File: src/rtl/microwave_pkg.sv
// Shared types and 7-segment letter constants for the microwave controller.
// Segment vectors are gfedcba, active-low.
package microwave_pkg;

  typedef enum logic [1:0] {
    IDLE,
    COOK,
    PAUSE,
    DONE
  } state_e;

  localparam logic [6:0] SegI = 7'b1111001;
  localparam logic [6:0] SegD = 7'b0100001;
  localparam logic [6:0] SegL = 7'b1000111;
  localparam logic [6:0] SegE = 7'b0000110;
  localparam logic [6:0] SegP = 7'b0001100;
  localparam logic [6:0] SegR = 7'b0101111;
  localparam logic [6:0] SegO = 7'b1000000;
  localparam logic [6:0] SegC = 7'b1000110;
  localparam logic [6:0] SegN = 7'b0101011;
  localparam logic [6:0] SegA = 7'b0001000;
  localparam logic [6:0] SegU = 7'b1000001;
  localparam logic [6:0] SegS = 7'b0010010;

endpackage

File: src/rtl/mw_state_seg.sv
// Maps the controller state onto four letter digits, leftmost digit on seg1_o.
module mw_state_seg
  import microwave_pkg::*;
(
  input  state_e     state_i,
  output logic [6:0] seg1_o,
  output logic [6:0] seg2_o,
  output logic [6:0] seg3_o,
  output logic [6:0] seg4_o
);

  always_comb begin
    seg1_o = SegI;
    seg2_o = SegD;
    seg3_o = SegL;
    seg4_o = SegE;
    unique case (state_i)
      IDLE: begin
        seg1_o = SegI;
        seg2_o = SegD;
        seg3_o = SegL;
        seg4_o = SegE;
      end
      COOK: begin
        seg1_o = SegP;
        seg2_o = SegR;
        seg3_o = SegO;
        seg4_o = SegC;
      end
      PAUSE: begin
        seg1_o = SegP;
        seg2_o = SegA;
        seg3_o = SegU;
        seg4_o = SegS;
      end
      DONE: begin
        seg1_o = SegD;
        seg2_o = SegO;
        seg3_o = SegN;
        seg4_o = SegE;
      end
      default: ;
    endcase
  end

endmodule

File: src/rtl/microwave_ctrl_p.sv
// Microwave oven controller: second countdown with pause/resume, duty-cycled
// magnetron enable and a timed completion beeper.
module microwave_ctrl_p
  import microwave_pkg::*;
#(
  parameter int unsigned TIME_W        = 7,
  parameter int unsigned TICKS_PER_SEC = 1,
  parameter int unsigned PWR_LEVELS    = 2,
  parameter int unsigned BEEP_SEC      = 3,
  localparam int unsigned PWR_W        = (PWR_LEVELS > 1) ? $clog2(PWR_LEVELS) : 1
) (
  input  logic              clk,
  input  logic              rst,
  input  logic [PWR_W-1:0]  power,
  input  logic [TIME_W-1:0] timer,
  input  logic              door_status,
  input  logic              start_button,
  input  logic              cancel_button,
  output logic [6:0]        state_display1,
  output logic [6:0]        state_display2,
  output logic [6:0]        state_display3,
  output logic [6:0]        state_display4,
  output logic [TIME_W-1:0] time_display,
  output logic              magnetron_on,
  output logic              beeper
);

  localparam int unsigned TickW   = (TICKS_PER_SEC > 1) ? $clog2(TICKS_PER_SEC) : 1;
  localparam int unsigned BeepCyc = BEEP_SEC * TICKS_PER_SEC;
  localparam int unsigned BeepW   = (BeepCyc > 1) ? $clog2(BeepCyc) : 1;

  localparam logic [TickW-1:0] TickMax = TickW'(TICKS_PER_SEC - 1);
  localparam logic [PWR_W-1:0] DutyMax = PWR_W'(PWR_LEVELS - 1);
  localparam logic [BeepW-1:0] BeepMax = BeepW'(BeepCyc - 1);

  state_e              state_q, state_d;
  logic                start_q;
  logic [TickW-1:0]    tick_q, tick_d;
  logic [PWR_W-1:0]    duty_q, duty_d;
  logic [PWR_W-1:0]    pwr_q, pwr_d;
  logic [BeepW-1:0]    beep_cnt_q, beep_cnt_d;
  logic [TIME_W-1:0]   time_q, time_d;
  logic                mag_q, mag_d;
  logic                beep_q, beep_d;
  logic                start_rise;
  logic                tick_wrap;

  assign start_rise = start_button & ~start_q;
  assign tick_wrap  = (tick_q == TickMax);

  always_comb begin
    state_d    = state_q;
    tick_d     = tick_q;
    duty_d     = duty_q;
    pwr_d      = pwr_q;
    beep_cnt_d = beep_cnt_q;
    time_d     = time_q;
    beep_d     = beep_q;
    unique case (state_q)
      IDLE: begin
        if (!cancel_button && door_status && start_rise && (timer != '0)) begin
          state_d = COOK;
          time_d  = timer;
          pwr_d   = power;
          tick_d  = '0;
          duty_d  = '0;
        end
      end
      COOK: begin
        if (cancel_button) begin
          state_d = IDLE;
          time_d  = '0;
        end else if (!door_status) begin
          state_d = PAUSE;
        end else if (tick_wrap) begin
          tick_d = '0;
          duty_d = (duty_q == DutyMax) ? '0 : duty_q + 1'b1;
          if (time_q == TIME_W'(1)) begin
            state_d    = DONE;
            time_d     = '0;
            beep_d     = (BeepCyc != 0);
            beep_cnt_d = '0;
          end else if (time_q != '0) begin
            time_d = time_q - 1'b1;
          end
        end else begin
          tick_d = tick_q + 1'b1;
        end
      end
      PAUSE: begin
        if (cancel_button) begin
          state_d = IDLE;
          time_d  = '0;
        end else if (door_status && start_rise) begin
          state_d = COOK;
          pwr_d   = power;
          duty_d  = '0;
        end
      end
      DONE: begin
        if (cancel_button || !door_status) begin
          state_d = IDLE;
          beep_d  = 1'b0;
        end else if (beep_q) begin
          if (beep_cnt_q == BeepMax) begin
            beep_d = 1'b0;
          end else begin
            beep_cnt_d = beep_cnt_q + 1'b1;
          end
        end
      end
      default: state_d = IDLE;
    endcase
    // Registered enable follows the next state so it switches on the same edge.
    mag_d = (state_d == COOK) && (duty_d <= pwr_d);
  end

  always_ff @(posedge clk) begin
    if (rst) begin
      state_q    <= IDLE;
      start_q    <= 1'b0;
      tick_q     <= '0;
      duty_q     <= '0;
      pwr_q      <= '0;
      beep_cnt_q <= '0;
      time_q     <= '0;
      mag_q      <= 1'b0;
      beep_q     <= 1'b0;
    end else begin
      state_q    <= state_d;
      start_q    <= start_button;
      tick_q     <= tick_d;
      duty_q     <= duty_d;
      pwr_q      <= pwr_d;
      beep_cnt_q <= beep_cnt_d;
      time_q     <= time_d;
      mag_q      <= mag_d;
      beep_q     <= beep_d;
    end
  end

  assign time_display = time_q;
  assign magnetron_on = mag_q;
  assign beeper       = beep_q;

  mw_state_seg u_seg (
    .state_i (state_q),
    .seg1_o  (state_display1),
    .seg2_o  (state_display2),
    .seg3_o  (state_display3),
    .seg4_o  (state_display4)
  );

endmodule
File: config.mk
export PLATFORM = sky130hd
export DESIGN_NAME = microwave_ctrl_p
export DESIGN_NICKNAME = d
export VERILOG_FILES = /design/src/rtl/microwave_pkg.sv /design/src/rtl/mw_state_seg.sv /design/src/rtl/microwave_ctrl_p.sv
export SDC_FILE = /design/constraint.sdc
export NUM_CORES = 1
export LEC_CHECK = 0
export ABC_AREA = 1
export BUFFER_PORTS_ARGS = -buffer_cell sky130_fd_sc_hd__buf_4
export CAP_MARGIN = 20
export CORE_MARGIN = 3
export CORE_UTILIZATION = 30
export DETAILED_ROUTE_END_ITERATION = 6
export PLACE_DENSITY_LB_ADDON = 0.3
export SYNTH_ARGS = -nofsm -noshare
export SYNTH_HDL_FRONTEND = slang
export SYNTH_SLANG_ARGS = --single-unit
File: constraint.sdc
create_clock -name clk -period 1.8 [get_ports clk]
set_clock_uncertainty 0.1 [all_clocks]
set_input_delay 0.36 -clock clk [delete_from_list [all_inputs] [get_ports clk]]
set_output_delay 0.36 -clock clk [all_outputs]
set_load 0.005 [all_outputs]
==> impl_metrics.py <==
metrics = {
    "run_status": {
        "outcome": "finished, final reports clean",
    },
    "detailed_routing": {
        "wirelength_um": 3480,
        "num_vias": 1409,
        "avgRoutedWirePerCell_um": 11.0,
        "via_per_inst": 4.46,
        "drt_first_pass_iters": 4,
        "drt_iter0_markers": 76,
        "drcViolationCount": 0,
        "ant_nets": 0,
    },
    "floorplan": {
        "initial_core_util": 0.317,
        "dieArea_um2": 5550,
        "die_h_um": 74.5,
        "core-area_um2": 4440,
        "row_count": 24,
        "fp.dieW_um": 74.5,
        "io_pins": 50,
    },
    "power": {
        "power_mw": 1.41,
        "vdd.ir_drop.worst_mv": 0.266,
        "powerDensity_nw_per_um2": 781,
        "p_leak_nw": 0.964,
    },
    "global_routing": {
        "track_usage": 0.131,
        "antenna_found_initial": 0,
        "grt_max_degree": 11,
        "overflow": 0,
        "grt_pass1_vias": 1222,
        "grt_pass1_wl_um": 5630,
    },
    "layout": {
        "fin_nets": 290,
        "utilization": 0.408,
        "stdcell_area_um2": 1810,
        "final_cells": 316,
        "drive_gt1_frac": 0.299,
        "diodes": 0,
        "syn_to_final_growth_pct": 28.7,
    },
    "critical_path": {
        "reg2reg_from": "state_q[1]",
        "crit_top_cell": "buf_4",
        "startpoint": "state_q[0]",
        "startpoint_type": "register",
        "max_stage_delay_ps": 330,
        "worstPathRequired_ps": 1340,
        "slowest_stage": "dfxtp_1",
        "path_delay_family": "buffers and inverters",
        "cp.buffers_inverters": 3,
        "critPathKind": "register to output port",
        "path_cells": "buf_4 > ha_1 > inv_1 > buf_4",
        "cp-end-kind": "output port",
        "worstPathArrival_ps": 1250,
        "path_max_fanout": 4,
    },
    "synth": {
        "avgSynthCellArea_um2": 6.31,
        "synth-seq-cells": 16,
        "synth-compound-area-share": 0.104,
        "yosysWarnings": 0,
        "synthTopCellsByArea": "dfxtp_1 23%, nand2_1 15%, ha_1 9.8%",
        "synth_mux_area_frac": 0,
        "synth_fa_ha_area_frac": 0.0978,
        "synth_top_area_frac": 0.228,
        "synth_top_cell_by_area": "dfxtp_1",
        "syn_inst": 223,
        "ys_seq_area_frac": 0.228,
        "synthSimpleGateAreaFrac": 0.360,
        "netlist_area_um2": 1410,
        "synth_top_family_by_area": "simple AND/OR/NAND/NOR gates",
        "synth_xor_area_frac": 0.0187,
        "synth.distinct_cells": 28,
    },
    "cts": {
        "cts_tree": "built",
        "htree_levels": 1,
        "clk_latency_ps": 250,
        "cts_root_buf": "clkbuf_8",
        "cts_hold_buf": 0,
        "cts_num_sinks": 16,
        "cts.path.max_buffers": 2,
        "clk_pin_slew_worst_paths_ps": 60,
        "cts_buffers": 3,
    },
    "sta": {
        "period_share": 0.950,
        "hold_violations": 0,
        "setup-tns-final_ps": 0,
        "finalSetupViolCount": 0,
        "rsz0062_at_grt": "yes",
        "drv_slew": 0,
        "min_period_ps": 1710,
        "max_freq_mhz": 585,
    },
    "placed_design": {
        "placed_cells": 311,
        "post_dp_cell_area_um2": 1730,
        "port_buffers": 42,
        "dp_hpwl_um": 2880,
        "place.gp.congestion": 0.842,
    },
    "min_path": {
        "min_path_type": "input port to register",
        "hold_start": "start_button",
    },
    "run": {
        "maxCapViolations": 0,
    },
}
[power by group]
group | total, mW | switching, mW | internal [mW] | leakage (nW)
clock network | 0.272 | 0.123 | 0.148 | 0.0216
logic | 0.709 | 0.383 | 0.326 | 0.812
registers | 0.434 | 0.0376 | 0.396 | 0.131
[synthesized netlist by cell type]
master and count:
inv_1 29, clkinv_1 1, o31ai_1 1, buf_4 18, a21oi_1 10, ha_1 11, a21oi_2 1, o21ai_2 1
o21bai_1 1, conb_1 2, xor2_1 3, or2_2 1, o21ai_1 2, nand3_1 17, nand2_4 2, dfxtp_1 16
a21oi_4 1, clkbuf_1 1, nand3_4 1, nand3_2 1, nor2_2 3, nand2_1 57, nor3_1 2, o21ai_0 5
nor2_1 31, nand2_2 1, o22ai_2 1, inv_2 3
[registers in the layout (all words and copies together), names as in the netlist]
signal	cells
beeper	1
pwr_q	1
beep_cnt_q	2
duty_q	1
time_display	7
start_q	1
magnetron_on	1
state_q	2
[area by class of cell]
cell class | instances | area (um2)
inverters | 33 | 125
flip-flops and latches | 16 | 322
well taps | 52 | 65.1
clock buffers | 3 | 41.3
repair buffers | 52 | 390
multi-input cells | 160 | 868
fillers | 477 | 2630
[worst min-delay path, delay by kind of cell]
family	cells	cell delay (ps)
AND/OR/NAND/NOR	1	60
buffers and inverters	2	120
[cells in the final DEF (no fill, tap or decap), drive strengths merged]
master	Yosys	routed
nand2	60	60
buf	18	52
nor2	34	34
inv	32	32
nand3	19	19
dfxtp	16	16
a21oi	12	12
ha	11	11
o21ai	8	8
conb	2	7
xor2	3	3
clkbuf	1	3
nor3	2	2
clkinv	1	1
o21bai	1	1
o22ai	1	1
or2	1	1
o31ai	1	1
[worst paths after layout]
path | to | slack (ps) | cells past startpoint
setup / recovery | state_display1[3] | 90 | 4
hold / removal | start_q | 240 | 3
setup reg to reg | beep_cnt_q[0] | 130 | 10
hold reg to reg | beep_cnt_q[1] | 410 | 2
[metrics by stage]
| step | worst slack (ps) | hold slack (ps) |
|---|---|---|
| floorplan | 14.4 | 356 |
| global placement | 87.1 | 377 |
| detailed placement | 37.3 | 399 |
| CTS | 29.7 | 235 |
| global route | -32.4 | 254 |
| finish | 90.4 | 237 |
[what timing repair did]
action,CTS,global route
resized for setup,3,7
pin swaps,0,0
buffers inserted,0,2
setup endpoints to repair,3,18
endpoints found under the hold margin,0,0
[kinds of logic (layout without fill, tap and decap cells)]
logic type,Yosys count,count (layout)
xor gates and xnor gates,3,3
buffers and inverters,52,88
and+or+nand+nor,116,116
other,2,7
adders and majority gates,11,11
DFF,16,16
AOI/OAI and AO/OA,23,23
[metal layers]
layer / GRT usage / wire (um)
met1: 0.191 / 1630
met2: 0.201 / 1580
met3: 0.0149 / 231
met4: 0.0415 / 37
met5: 0 / 0
(Power assumes the default switching activity.)
